### src/rtl/uart_pkg.sv
// -----------------------------------------------------------------------------
// uart_pkg
//   Shared definitions for the oversampled UART blocks:
//   - parity mode encodings
//   - one-hot receiver FSM state encodings and the state enum built on them
//   - calc_div(): sys_clk cycles per oversample tick
// -----------------------------------------------------------------------------
package uart_pkg;

  localparam logic [1:0] PAR_NONE = 2'b00;
  localparam logic [1:0] PAR_ODD  = 2'b01;
  localparam logic [1:0] PAR_EVEN = 2'b11;

  localparam logic [5:0] ST_IDLE    = 6'b000001;
  localparam logic [5:0] ST_START   = 6'b000010;
  localparam logic [5:0] ST_DATA    = 6'b000100;
  localparam logic [5:0] ST_PARITY  = 6'b001000;
  localparam logic [5:0] ST_STOP    = 6'b010000;
  localparam logic [5:0] ST_WAIT_HI = 6'b100000;

  typedef enum logic [5:0] {
    S_IDLE    = ST_IDLE,
    S_START   = ST_START,
    S_DATA    = ST_DATA,
    S_PARITY  = ST_PARITY,
    S_STOP    = ST_STOP,
    S_WAIT_HI = ST_WAIT_HI
  } rx_state_e;

  // Rounded CLK_FRQ / (BAUD * OSR), never below one cycle per tick.
  function automatic int calc_div(input longint clk_frq, input longint baud,
                                  input longint osr);
    longint den;
    longint div;
    den = baud * osr;
    div = (clk_frq + den / 2) / den;
    return (div < 1) ? 1 : int'(div);
  endfunction

endpackage

### src/rtl/uart_rx_os_if.sv
// -----------------------------------------------------------------------------
// uart_rx_os_if
//   Received-word handshake between the UART receiver and its consumer.
//   master : receiver side (drives word, flags, rx_valid; reads rx_ready)
//   slave  : consumer side (reads word, flags, rx_valid; drives rx_ready)
//   Signals:
//     rx_data        received word, LSB = first bit on line
//     rx_valid       word and flags valid, held until accepted
//     rx_ready       consumer accepts when rx_valid & rx_ready
//     rx_parity_err  parity mismatch for this word
//     rx_frame_err   a stop bit sampled 0
//     rx_overrun     an unread word was overwritten by this word
//     rx_break       all data, parity and stop samples were 0
// -----------------------------------------------------------------------------
interface uart_rx_os_if #(
  parameter int DATA_BITS = 8
) ();

  logic [DATA_BITS-1:0] rx_data;
  logic                 rx_valid;
  logic                 rx_ready;
  logic                 rx_parity_err;
  logic                 rx_frame_err;
  logic                 rx_overrun;
  logic                 rx_break;

  modport master (
    output rx_data, rx_valid, rx_parity_err, rx_frame_err, rx_overrun, rx_break,
    input  rx_ready
  );

  modport slave (
    input  rx_data, rx_valid, rx_parity_err, rx_frame_err, rx_overrun, rx_break,
    output rx_ready
  );

endinterface

### src/rtl/uart_baud_tick.sv
// -----------------------------------------------------------------------------
// uart_baud_tick
//   Free-running oversample tick generator: one-cycle pulse every
//   calc_div(CLK_FRQ, BAUD, OSR) sys_clk cycles. With a divider of 1 the
//   tick is high every cycle.
//   Ports:
//     sys_clk  in   system clock
//     rst_n    in   asynchronous reset, active-low
//     tick_o   out  oversample tick
// -----------------------------------------------------------------------------
module uart_baud_tick
  import uart_pkg::*;
#(
  parameter int CLK_FRQ = 100000000,
  parameter int BAUD    = 115200,
  parameter int OSR     = 16
) (
  input  logic sys_clk,
  input  logic rst_n,
  output logic tick_o
);

  localparam int            DIV  = calc_div(CLK_FRQ, BAUD, OSR);
  localparam int            CW   = (DIV > 1) ? $clog2(DIV) : 1;
  localparam logic [CW-1:0] LAST = CW'(DIV - 1);

  logic [CW-1:0] cnt_q, cnt_d;

  assign tick_o = (cnt_q == LAST);

  always_comb begin
    cnt_d = tick_o ? '0 : cnt_q + 1'b1;
  end

  // NOTE: clocked state uses non-blocking assignments so every flop samples
  // the pre-edge values of the others, independent of process ordering.
  always_ff @(posedge sys_clk or negedge rst_n) begin
    if (!rst_n) cnt_q <= '0;
    else        cnt_q <= cnt_d;
  end

endmodule

### src/rtl/uart_rx_os.sv
// -----------------------------------------------------------------------------
// uart_rx_os
//   Oversampled UART receiver. The line is synchronised, sampled OSR times per
//   bit and each bit is decided by a 3-sample majority vote around mid-bit.
//   Configurable data bits, parity and stop bits; reports parity, framing,
//   overrun and break conditions alongside each word.
//   Ports:
//     sys_clk   in   system clock
//     rst_n     in   asynchronous reset, active-low
//     uart_rxd  in   asynchronous serial line, idle high
//     rx_if     master side of the received-word handshake
// -----------------------------------------------------------------------------
module uart_rx_os
  import uart_pkg::*;
#(
  parameter int         CLK_FRQ   = 100000000,
  parameter int         BAUD      = 115200,
  parameter int         OSR       = 16,
  parameter int         DATA_BITS = 8,
  parameter logic [1:0] PARITY    = PAR_NONE,
  parameter int         STOP_BITS = 1
) (
  input  logic         sys_clk,
  input  logic         rst_n,
  input  logic         uart_rxd,
  uart_rx_os_if.master rx_if
);

  localparam int             OSW       = $clog2(OSR);
  localparam logic [OSW-1:0] OS_V0     = OSW'(OSR / 2 - 1);
  localparam logic [OSW-1:0] OS_V1     = OSW'(OSR / 2);
  localparam logic [OSW-1:0] OS_V2     = OSW'(OSR / 2 + 1);
  localparam logic [OSW-1:0] OS_LAST   = OSW'(OSR - 1);
  localparam logic [3:0]     BIT_LAST  = 4'(DATA_BITS - 1);
  localparam logic           STOP_LAST = 1'(STOP_BITS - 1);
  // Encoding 2'b10 is deliberately treated as "no parity".
  localparam bit             HAS_PAR   = (PARITY == PAR_ODD) || (PARITY == PAR_EVEN);

  // ---------------------------------------------------------------- sync/tick
  logic rxd_m_q, rxd_s_q, rxd_s;
  logic tick;

  // Synchroniser resets to the idle level so reset release never fakes a start.
  always_ff @(posedge sys_clk or negedge rst_n) begin
    if (!rst_n) begin
      rxd_m_q <= 1'b1;
      rxd_s_q <= 1'b1;
    end else begin
      rxd_m_q <= uart_rxd;
      rxd_s_q <= rxd_m_q;
    end
  end
  assign rxd_s = rxd_s_q;

  uart_baud_tick #(
    .CLK_FRQ(CLK_FRQ),
    .BAUD   (BAUD),
    .OSR    (OSR)
  ) u_tick (
    .sys_clk(sys_clk),
    .rst_n  (rst_n),
    .tick_o (tick)
  );

  // ----------------------------------------------------------- receive FSM
  rx_state_e            state_q, state_d;
  logic [OSW-1:0]       os_cnt_q, os_cnt_d;
  logic [3:0]           bit_cnt_q, bit_cnt_d;
  logic                 stop_cnt_q, stop_cnt_d;
  logic [DATA_BITS-1:0] shift_q, shift_d;
  logic                 smp0_q, smp0_d, smp1_q, smp1_d;
  logic                 perr_q, perr_d;
  logic                 ferr_q, ferr_d;
  logic                 any_one_q, any_one_d;
  logic                 vote, at_vote, bit_end, par_exp;
  logic                 done, done_ferr, done_brk;

  // Third sample is the live synchronised value on the deciding tick.
  assign vote    = (smp0_q & smp1_q) | (smp0_q & rxd_s) | (smp1_q & rxd_s);
  assign at_vote = (os_cnt_q == OS_V2);
  assign bit_end = (os_cnt_q == OS_LAST);
  assign par_exp = (PARITY == PAR_EVEN) ? ^shift_q : ~^shift_q;

  assign done_ferr = ferr_q | ~vote;
  assign done_brk  = ~(any_one_q | vote);

  // NOTE: every combinational output gets a default first, so no path through
  // the case/if tree leaves a signal unassigned and infers a latch.
  always_comb begin
    state_d    = state_q;
    os_cnt_d   = os_cnt_q;
    bit_cnt_d  = bit_cnt_q;
    stop_cnt_d = stop_cnt_q;
    shift_d    = shift_q;
    smp0_d     = smp0_q;
    smp1_d     = smp1_q;
    perr_d     = perr_q;
    ferr_d     = ferr_q;
    any_one_d  = any_one_q;
    done       = 1'b0;

    if (tick) begin
      os_cnt_d = bit_end ? '0 : os_cnt_q + 1'b1;
      if (os_cnt_q == OS_V0) smp0_d = rxd_s;
      if (os_cnt_q == OS_V1) smp1_d = rxd_s;

      case (state_q)
        S_IDLE: begin
          os_cnt_d = '0;
          if (!rxd_s) begin
            state_d    = S_START;
            bit_cnt_d  = '0;
            stop_cnt_d = 1'b0;
            perr_d     = 1'b0;
            ferr_d     = 1'b0;
            any_one_d  = 1'b0;
          end
        end

        S_START: begin
          if (at_vote && vote) begin
            state_d  = S_IDLE;          // glitch, not a start bit
            os_cnt_d = '0;
          end else if (bit_end) begin
            state_d = S_DATA;
          end
        end

        S_DATA: begin
          if (at_vote) begin
            shift_d   = {vote, shift_q[DATA_BITS-1:1]};
            any_one_d = any_one_q | vote;
          end
          if (bit_end) begin
            if (bit_cnt_q == BIT_LAST) state_d = HAS_PAR ? S_PARITY : S_STOP;
            else                       bit_cnt_d = bit_cnt_q + 1'b1;
          end
        end

        S_PARITY: begin
          if (at_vote) begin
            perr_d    = (vote != par_exp);
            any_one_d = any_one_q | vote;
          end
          if (bit_end) state_d = S_STOP;
        end

        S_STOP: begin
          if (at_vote) begin
            ferr_d    = done_ferr;
            any_one_d = any_one_q | vote;
            // Complete on the last stop decision to leave margin for resync.
            if (stop_cnt_q == STOP_LAST) begin
              done     = 1'b1;
              os_cnt_d = '0;
              state_d  = done_ferr ? S_WAIT_HI : S_IDLE;
            end
          end
          if (bit_end) stop_cnt_d = 1'b1;
        end

        S_WAIT_HI: begin
          os_cnt_d = '0;
          if (rxd_s) state_d = S_IDLE;
        end

        default: begin
          state_d  = S_IDLE;
          os_cnt_d = '0;
        end
      endcase
    end
  end

  always_ff @(posedge sys_clk or negedge rst_n) begin
    if (!rst_n) begin
      state_q    <= S_IDLE;
      os_cnt_q   <= '0;
      bit_cnt_q  <= '0;
      stop_cnt_q <= 1'b0;
      shift_q    <= '0;
      smp0_q     <= 1'b1;
      smp1_q     <= 1'b1;
      perr_q     <= 1'b0;
      ferr_q     <= 1'b0;
      any_one_q  <= 1'b0;
    end else begin
      state_q    <= state_d;
      os_cnt_q   <= os_cnt_d;
      bit_cnt_q  <= bit_cnt_d;
      stop_cnt_q <= stop_cnt_d;
      shift_q    <= shift_d;
      smp0_q     <= smp0_d;
      smp1_q     <= smp1_d;
      perr_q     <= perr_d;
      ferr_q     <= ferr_d;
      any_one_q  <= any_one_d;
    end
  end

  // -------------------------------------------------------- output register
  logic [DATA_BITS-1:0] data_q;
  logic                 valid_q, perr_o_q, ferr_o_q, ovr_q, brk_q;

  always_ff @(posedge sys_clk or negedge rst_n) begin
    if (!rst_n) begin
      data_q   <= '0;
      valid_q  <= 1'b0;
      perr_o_q <= 1'b0;
      ferr_o_q <= 1'b0;
      ovr_q    <= 1'b0;
      brk_q    <= 1'b0;
    end else if (done) begin
      data_q   <= shift_q;
      valid_q  <= 1'b1;
      perr_o_q <= perr_q;
      ferr_o_q <= done_ferr;
      brk_q    <= done_brk;
      // Overrun only if the held word is not being accepted this very cycle.
      ovr_q    <= valid_q & ~rx_if.rx_ready;
    end else if (valid_q && rx_if.rx_ready) begin
      valid_q  <= 1'b0;
      ovr_q    <= 1'b0;
    end
  end

  assign rx_if.rx_data       = data_q;
  assign rx_if.rx_valid      = valid_q;
  assign rx_if.rx_parity_err = perr_o_q;
  assign rx_if.rx_frame_err  = ferr_o_q;
  assign rx_if.rx_overrun    = ovr_q;
  assign rx_if.rx_break      = brk_q;

endmodule

### src/flat_wrapper.sv
// flat-port wrapper written by rule: the top's interface ports become plain ports
module uart_rx_os_flat import uart_pkg::*;
#(
  parameter int         CLK_FRQ   = 100000000,
  parameter int         BAUD      = 115200,
  parameter int         OSR       = 16,
  parameter int         DATA_BITS = 8,
  parameter logic [1:0] PARITY    = PAR_NONE,
  parameter int         STOP_BITS = 1
)
  (sys_clk, rst_n, uart_rxd, rx_if_rx_data, rx_if_rx_valid, rx_if_rx_parity_err, rx_if_rx_frame_err, rx_if_rx_overrun, rx_if_rx_break, rx_if_rx_ready);
  uart_rx_os_if #(.DATA_BITS(DATA_BITS)) rx_if_i ();
  input  logic sys_clk;
  input  logic rst_n;
  input  logic uart_rxd;
  output wire logic [$bits(rx_if_i.rx_data)-1:0] rx_if_rx_data;
  output wire logic [$bits(rx_if_i.rx_valid)-1:0] rx_if_rx_valid;
  output wire logic [$bits(rx_if_i.rx_parity_err)-1:0] rx_if_rx_parity_err;
  output wire logic [$bits(rx_if_i.rx_frame_err)-1:0] rx_if_rx_frame_err;
  output wire logic [$bits(rx_if_i.rx_overrun)-1:0] rx_if_rx_overrun;
  output wire logic [$bits(rx_if_i.rx_break)-1:0] rx_if_rx_break;
  input wire logic [$bits(rx_if_i.rx_ready)-1:0] rx_if_rx_ready;
  assign rx_if_rx_data = rx_if_i.rx_data;
  assign rx_if_rx_valid = rx_if_i.rx_valid;
  assign rx_if_rx_parity_err = rx_if_i.rx_parity_err;
  assign rx_if_rx_frame_err = rx_if_i.rx_frame_err;
  assign rx_if_rx_overrun = rx_if_i.rx_overrun;
  assign rx_if_rx_break = rx_if_i.rx_break;
  assign rx_if_i.rx_ready = rx_if_rx_ready;
  uart_rx_os #(.CLK_FRQ(CLK_FRQ), .BAUD(BAUD), .OSR(OSR), .DATA_BITS(DATA_BITS), .PARITY(PARITY), .STOP_BITS(STOP_BITS)) u_core (.sys_clk(sys_clk), .rst_n(rst_n), .uart_rxd(uart_rxd), .rx_if(rx_if_i));
endmodule
### config.mk
export PLATFORM = sky130hd
export DESIGN_NAME = uart_rx_os_flat
export DESIGN_NICKNAME = d
export VERILOG_FILES = /design/src/rtl/uart_pkg.sv /design/src/rtl/uart_rx_os_if.sv /design/src/rtl/uart_baud_tick.sv /design/src/rtl/uart_rx_os.sv /design/src/flat_wrapper.sv
export SDC_FILE = /design/constraint.sdc
export NUM_CORES = 1
export LEC_CHECK = 0
export CAP_MARGIN = 10
export CORE_MARGIN = 2
export CORE_UTILIZATION = 40
export DETAILED_ROUTE_END_ITERATION = 8
export MAX_ROUTING_LAYER = met4
export PLACE_DENSITY = 0.6
export SLEW_MARGIN = 10
export SYNTH_ARGS = -nofsm -noshare
export SYNTH_HDL_FRONTEND = slang
export SYNTH_SLANG_ARGS = --single-unit
export TNS_END_PERCENT = 30
### constraint.sdc
create_clock -name sys_clk -period 2.8 [get_ports sys_clk]
set_input_delay 0.28 -clock sys_clk [delete_from_list [all_inputs] [get_ports sys_clk]]
set_output_delay 0.28 -clock sys_clk [all_outputs]
set_load 0.02 [all_outputs]
Yosys cells after proc, flatten, opt, wreduce, memory -nomap -nowiden. Index checks and enable logic that the tools add are counted.

Add/sub/neg operators: 3. Equality and inequality tests: 25. Multiplexer cells: 37. Bitwise operators: 11. Reduce and logical (&&, ||, !) cells: 19.

Operator list (count): 6-bit two-way mux (11); 6-bit one-hot mux with 6 select lines (1); 4-bit two-way mux (7); 2-bit by 1-bit inequality test with 1-bit output, second input constant (8); 4-bit AND reduction (4); 4-bit == test, second input constant (3); 6-bit == test, second input constant (2); 1-bit two-way mux (12); 4-bit one-hot mux with 3 select lines (1); 2-bit nonzero test (5); 9-bit AND reduction (1); 4-bit by 1-bit adder with 4-bit output, second input constant (2); 4-bit by 3-bit == test with 1-bit output, second input constant (2); 1-bit one-hot mux with 2 select lines (4); 4-bit one-hot mux with 2 select lines (1); 8-bit XNOR reduction (1); 6-bit by 1-bit adder with 6-bit output, second input constant (1); 6-bit by 1-bit == test with 1-bit output, second input constant (1); 6-bit by 2-bit == test with 1-bit output, second input constant (1); 6-bit by 3-bit == test with 1-bit output, second input constant (1); 6-bit by 4-bit == test with 1-bit output, second input constant (1); 6-bit by 5-bit == test with 1-bit output, second input constant (1); 2-bit inequality test, second input constant (3); 5-bit AND reduction (1); 10 further kinds (20).

Flip-flop bits (word level): 49. Bits of input ports: 4. Output and inout bits: 13. Word-level logic and storage cells: 114.

Logic depth before layout (Yosys ltp). Gate-level depths: netlist of run 1.

Depth in word-level cells: 9. Gate-level depth with buffers: 10. Mapped depth without buffers: 7.

Hierarchy. Synthesis of run 1 repeated with hierarchy kept, for this count alone.

Cells, all modules: 224. Area, all modules: 2313.5 um^2.

Modules (own cells, without submodules): uart_rx_os (times used 1, cells each 196, area each 2034.5 um^2, seq. area each 1007.2 um^2); uart_baud_tick (times used 1, cells each 28, area each 279.0 um^2, seq. area each 150.1 um^2).

Worst setup path before layout of run 1. Ideal clock, no wire load.

Path kind: reg-to-reg. Start point: register u_core.u_tick.cnt_q[1]. End point: register u_core.data_q[3] (netlist: u_core.rx_if.rx_data[3]). Library setup time: 125 ps. Arrival time: 2138 ps. Required time: 2675 ps. Setup slack: 537 ps. Cell stages (with the launch flop): 10. Path buffers: 3. Period minus slack after synthesis: 2263 ps. Path through: dfrtp_1 > inv_1 > ha_1 > nand2_1 > or3_1 > buf_2 > or4_4 > buf_6 > buf_12 > mux2_4.

Longest elaborated chain between the ends: 2.

RTL lines: from (decl) (line uart_baud_tick.sv:27) `logic [CW-1:0] cnt_q, cnt_d;`; from (signal assigned) (line uart_baud_tick.sv:39) `else cnt_q <= cnt_d;`; 6-bit == test (line uart_baud_tick.sv:29) `assign tick_o = (cnt_q == LAST);`; 1-bit two-way mux (line uart_rx_os.sv:102) `if (tick) begin`; to (signal assigned) (line uart_rx_os.sv:214) `data_q <= shift_q;`; to (decl) (line uart_rx_os.sv:202) `logic [DATA_BITS-1:0] data_q;`.

No other way between the ends. A chain may end at the register's enable or synchronous reset.

Final worst setup path of run 1.
Start point: register u_core.u_tick.cnt_q[1]. End point: register u_core.data_q[6] (netlist: u_core.rx_if.rx_data[6]).

The elaborated chain is that of the path after synthesis.

==> run_results.csv, run 1 <==
group,metric,value,unit
run_status,status,"complete, no violations",
layout,fin_nets,227,
timing,finalMaxSlewViolations,0,
critical_path,reg2reg_from,"u_core.u_tick.cnt_q[1]",
clock_tree,cts_buffers,5,
grt,first_global_vias,1445,
floorplanning,dieArea,0.00624,mm^2
clock_tree,root_buffer,"clkbuf_8",
layout,diodes,0,
pwr,p_sw,271,uW
timing,finalSetupViolCount,0,
clock_tree,clk_pin_slew,100,ps
critical_path,slowest_stage,"or4_4",
drt,drt_pass1_iterations,4,
grt,grt-ovfl-total,0,
pwr,clkPwrFrac,38.8,%
logic_synthesis,ys_types,54,
timing,period_needed,2220,ps
drt,vias_per_cell,5.14,
timing,slew_headroom,34.1,%
pwr,p_leak,1.13,nW
timing,finalHoldViolCount,0,
clock_tree,clk_latency,310,ps
layout,stdcell_area,0.00252,mm^2
floorplanning,core,0.00547,mm^2
clock_tree,cts_hold_buf,0,
logic_synthesis,synth_nets,212,
pwr,power_frac_comb,1.9,%
floorplanning,dieWidth,79.0,um
grt,antenna_found_initial,0,
placement,place_hpwl,2620,um
critical_path,path_buf_inv,1,
timing,period_share,79.3,%
logic_synthesis,synthTopCellsByArea,"dfrtp_1, mux2_2, dfstp_2",
logic_synthesis,yosysTopAreaCellShare,45.6,%
clock_tree,htreeDepth,2,
logic_synthesis,yosysTopAreaCell,"dfrtp_1",
critical_path,r2r_setup_slack,580,ps
layout,drive_gt1_share,19.7,%
critical_path,cp.arrival,2410,ps
timing,whs,126,ps
drt,ant_nets,0,
clock_tree,clock_path_buffers,2,
critical_path,cp-start-kind,"flip-flop",
drt,post-route-drc-count,0,
pwr,total_power,1.13,mW
logic_synthesis,async_reset_ff_share,100,%
critical_path,path_cells,"inv_1, ha_1, nand2_1, or3_1, or4_4, mux2_4",
critical_path,crit_fanout,14,
logic_synthesis,synth_seq_area_share,51.4,%
placement,place_area,0.00243,mm^2
logic_synthesis,synth_commonest_cells,"dfrtp_1, nand2_1, nor2_1, mux2_2, o21ai_0",
critical_path,startpoint,"u_core.u_tick.cnt_q[1]",
drt,wirelength,3770,um
logic_synthesis,ys_ff_latch,46,
timing,tns,0,ps
placement,dp_slack,575,ps
placement,place_congestion,0.782,
logic_synthesis,syn-cell-area,0.00225,mm^2
floorplanning,die_y,79.0,um
clock_tree,cts_resized,0,
placement,dpl.cell_count,282,
critical_path,worst_setup_path_end_kind,"flip-flop",
drt,num_vias,1490,
floorplanning,initial_core_util,41.1,%
grt,track_usage,14.2,%
placement,portBuffers,15,
clock_tree,clock-sinks,46,
drt,initialDrtViolationCount,86,
floorplanning,num_rows,27,
hold_path,hp-class,"in2async",
layout,area_growth,12.2,%
logic_synthesis,synth_most_common_cell,"dfrtp_1",
clock_tree,cts_tree,"built",
drt,wl_per_cell,13.0,um
pwr,p_per_area,448,mW/mm^2
logic_synthesis,netlist_instances,202,
logic_synthesis,synthFlopType,"dfrtp_1",
timing,setup_ws,580,ps
critical_path,critical_path_class,"reg2reg",
grt,grt_pass1_wl,6690,um
timing,rsz0062_at_grt,"false",
logic_synthesis,syn_avg_cell_area,11.1,um^2
critical_path,critPathRequiredTime,2990,ps
timing,skew,10.3,ps
layout,stdcell_count,290,
critical_path,path_delay_family,"simple AND/OR/NAND/NOR gates",
layout,final_util,46.1,%
flow_run,cap_violations,0,
timing,tightest_slew,988,ps
logic_synthesis,synth-edff-count,0,
pwr,internal_power,859,uW
floorplanning,ios,17,
clock_tree,cts_setup_buffers,0,
logic_synthesis,synth_warnings,0,
pwr,irDropWorstVdd,0.272,mV
timing,fmax,450,MHz
grt,grt_max_degree,47,
pwr,power.share.sequential,59.3,%
critical_path,max_stage_delay,680,ps
pwr,switching_share,24.0,%
registers in the layout (all words and copies together), names as in the netlist:
signal,cells
u_core.state_q,5
u_core.stop_cnt_q,1
u_core.rxd_s,1
u_core.rx_if.rx_frame_err,1
u_core.bit_cnt_q,4
u_core.rx_if.rx_break,1
u_core.rx_if.rx_overrun,1
u_core.ferr_q,1
u_core.os_cnt_q,4
u_core.smp0_q,1
u_core.rx_if.rx_valid,1
u_core.any_one_q,1
u_core.rx_if.rx_data,8
u_core.smp1_q,1
u_core.rxd_m_q,1
u_core.u_tick.cnt_q,6
u_core.shift_q,8
metal layers:
layer / routed length (um) / track usage, % / vias up
li1: - / - / 743
met1: 1960 / 19.3 / 725
met2: 1650 / 20.0 / 17
met3: 103 / 3.41 / 5
met4: 61 / 6.72 / 0
met5: 0 / - / -
cells in the final DEF, fill, tap and decap left out, drive strengths merged, types with 2 or more instances in the layout:
master and n:
dfrtp 41, mux2 21, nand2 20, nor2 18
o21ai 15, clkdlybuf4s50 14, inv 9, a21oi 7
ha 6, nand3 5, clkbuf 5, dfstp 5
nor3 5, xor2 3, xnor2 3, o2111ai 3
buf 3, or4b 2, nand3b 2, nand2b 2
a21o 2, mux2i 2, o22ai 2, o31ai 2
or2 2
worst reg2reg max path: stages (launching register included):
cell and delay [ps]:
dfrtp_1 400, inv_1 60, ha_1 130, nand2_1 70, or3_1 450, or4_4 680, mux2_4 340
area by class of cell:
cell class / count / area [um^2]
clock buffer: 5 / 68.8
sequential: 46 / 1160
inverter: 6 / 22.5
tap: 72 / 90.1
fill: 522 / 2950
timing repair buffer: 17 / 160
clock inverter: 3 / 26.3
multi-input combinational: 141 / 1000
worst paths after layout:
kind,cells after the start,to
min in group sys_clk,0,u_core.rxd_s
max in group asynchronous,1,u_core.u_tick.cnt_q[1]
min,1,u_core.rx_if.rx_data[3]
max reg2reg,6,u_core.rx_if.rx_data[6]
min reg2reg,0,u_core.rxd_s
max,6,u_core.rx_if.rx_data[6]
power groups by stage:
stage / clock [mW] / combinational (mW) / sequential (mW)
global route: 0.485 / 0.0258 / 0.671
floorplan: 0 / 0.00330 / 0.684
CTS: 0.454 / 0.0237 / 0.670
global placement: 0 / 0.0234 / 0.683
finish: 0.438 / 0.0218 / 0.670
detailed placement: 0 / 0.0235 / 0.683
kinds of logic (layout without fill, tap and decap cells):
| kind of cell | count (synthesis) | after routing | share of synthesized area, % |
|---|---|---|---|
| buf+inv | 15 | 31 | 4.17 |
| flops | 46 | 46 | 51.4 |
| fa+ha+maj | 7 | 7 | 3.78 |
| simple gates | 65 | 65 | 14.7 |
| compound gates | 39 | 39 | 11.4 |
| mux | 23 | 23 | 12.1 |
| other cells | 1 | 1 | 0.167 |
| xor+xnor | 6 | 6 | 2.34 |
Note: power is estimated with default switching activity, not from simulation.
==> inputs of run 2 (changes only) <==
- clock period: 2.8 -> 2.06 ns (I/O delays scaled with it)
==> run 2 against run 1 <==
  * Sequential share of layout area down 4.0 points
  * Critical path depth is 1 lower
  * Critical endpoint is now u_core.bit_cnt_q[2]
  * Die area is the same
  * Maximum frequency is 12% higher
==> run_results.csv, run 2 (synthesis results as in run 1) <==
group,metric,value,unit
layout,diodes,0,
grt,antenna_found_initial,0,
clock_tree,cts_tree,"built",
drt,initialDrtViolationCount,79,
grt,first_global_vias,1620,
drt,wirelength,4320,um
placement,portBuffers,15,
timing,finalMaxSlewViolations,0,
timing,slew_headroom,66.5,%
pwr,p_leak,1.26,nW
clock_tree,cts_buffers,5,
hold_path,hp-class,"in2reg",
layout,drive_gt1_share,31.1,%
drt,vias_per_cell,5.14,
grt,grt-ovfl-total,0,
critical_path,r2r_setup_slack,80,ps
critical_path,path_cells,"or4b_1, nor3_1, o21ai_1, or2_0, o21ai_0",
pwr,power.share.sequential,59.7,%
floorplanning,num_rows,27,
critical_path,path_buf_inv,0,
pwr,total_power,1.53,mW
drt,routed-wl-met3,120,um
clock_tree,clk_latency,310,ps
critical_path,critical_path_class,"reg2reg",
grt,grt_pass1_wl,7490,um
timing,period_share,96.2,%
clock_tree,clock_path_buffers,2,
clock_tree,clk_pin_slew,90,ps
critical_path,cp.arrival,2210,ps
grt,track_usage,15.7,%
flow_run,cap_violations,0,
pwr,p_sw,364,uW
pwr,power_frac_comb,2.3,%
layout,final_cell_mix,"dfrtp_1, buf_4, nand2_1, mux2_2, nor2_1",
drt,top_layer,"met4",
drt,wl_per_cell,13.7,um
floorplanning,dieWidth,79.0,um
critical_path,worst_setup_path_end_kind,"flip-flop",
placement,place_area,0.00261,mm^2
floorplanning,dieArea,0.00624,mm^2
critical_path,path_delay_family,"simple AND/OR/NAND/NOR gates",
layout,stdcell_area,0.00277,mm^2
critical_path,reg2reg_depth,5,
pwr,irDropWorstVdd,0.267,mV
critical_path,max_stage_delay,550,ps
floorplanning,die_y,79.0,um
clock_tree,clock-sinks,46,
pwr,clkPwrFrac,38.0,%
grt,grt_max_degree,19,
critical_path,cp.depth,5,
critical_path,crit_fanout,4,
drt,post-route-drc-count,0,
timing,finalHoldViolCount,0,
pwr,switching_share,23.9,%
critical_path,slowest_stage,"dfstp_2",
layout,nFillCells,516,
timing,tightest_slew,498,ps
pwr,p_per_area,552,mW/mm^2
drt,num_vias,1625,
floorplanning,ios,17,
drt,drt-met1-wl,2150,um
floorplanning,initial_core_util,41.1,%
placement,dpl.cell_count,306,
pwr,internal_power,1.16,mW
timing,fmax,505,MHz
drt,met2_length,1980,um
critical_path,critPathRequiredTime,2290,ps
timing,skew,6.26,ps
timing,period_needed,1980,ps
timing,rsz0062_at_grt,"false",
layout,stdcell_count,316,
hold_path,holdPathStages,1,
placement,place_congestion,0.824,
critical_path,cp-start-kind,"flip-flop",
layout,area_growth,22.9,%
layout,fin_nets,253,
placement,place_hpwl,3060,um
drt,drt_pass1_iterations,4,
timing,whs,292,ps
clock_tree,htreeDepth,2,
clock_tree,root_buffer,"clkbuf_8",
run_status,status,"complete, no violations",
timing,finalSetupViolCount,0,
floorplanning,core,0.00547,mm^2
drt,ant_nets,0,
layout,final_common_cell,"dfrtp_1",
==> run 2: cell count changes in the layout (fill, tap and decap cells not counted), sizes merged <==
| cell | delta |
|---|---|
| buf | +25 |
| clkinvlp | +2 |
| dlygate4sd3 | +1 |
| inv | -2 |
==> run 2: repair_timing <==
item | in CTS | in global routing
endpoints found under the setup margin | 4 | 14
endpoints found under the hold margin | 10 | 0
pin swaps | 1 | 2
resized for setup | 0 | 11
buffers inserted | 0 | 1
hold buffers | 1 | 0
==> run 2: layout make-up <==
type                            count  area, um^2  share of cell area, %
Clock inverter                      3        23.8                  0.859
Tap cell                           72        90.1                   3.26
Multi-Input combinational cell    141        1050                   37.8
Timing Repair Buffer               43         358                   12.9
Inverter                            6        22.5                  0.814
Sequential cell                    46        1160                   41.8
Clock buffer                        5        68.8                   2.49
==> run 2: routing by layer <==
layer / vias up / GRT usage (%)
li1: 799 / -
met1: 795 / 21.2
met2: 24 / 23.3
met3: 7 / 3.41
met4: 0 / 5.86
met5: - / -
==> run 2: power by group through the flow <==
stage	clock, mW	combinational [mW]	sequential (mW)
floorplan	0	0.00449	0.930
global placement	0	0.0354	0.928
detailed placement	0	0.0358	0.929
CTS	0.604	0.0374	0.911
global route	0.637	0.0414	0.913
finish	0.580	0.0355	0.911
==> run 2: worst paths after layout <==
check | to | from
setup / recovery | u_core.bit_cnt_q[2] | u_core.state_q[0]
hold / removal | u_core.rxd_m_q | uart_rxd
setup reg to reg | u_core.bit_cnt_q[2] | u_core.state_q[0]
hold reg to reg | u_core.rxd_s | u_core.rxd_m_q
max in group asynchronous | u_core.state_q[0] | rst_n
min in group asynchronous | u_core.rx_if.rx_data[2] | rst_n
==> run 2: stage by stage <==
step           util (%)  worst slack (ps)  setup TNS [ps]
6_report           50.5              78.2               0
2_1_floorplan         -              -165            -781
4_1_cts            49.6              56.8               0
5_1_grt            50.5              4.66               0
3_3_place_gp       47.7              29.1               0
3_5_place_dp       47.7              1.96               0
==> inputs of run 3 (changes only) <==
--- a/constraint.sdc
+++ b/constraint.sdc
@@ -3,2 +3,2 @@
 set_output_delay 0.206 -clock sys_clk [all_outputs]
-set_load 0.02 [all_outputs]
+set_load 0.01 [all_outputs]
==> results of run 3 <==
The final DEF is identical to that of run 2. Status: complete, no violations.
Among the figures that moved: total power 1.53 mW -> 1.52 mW
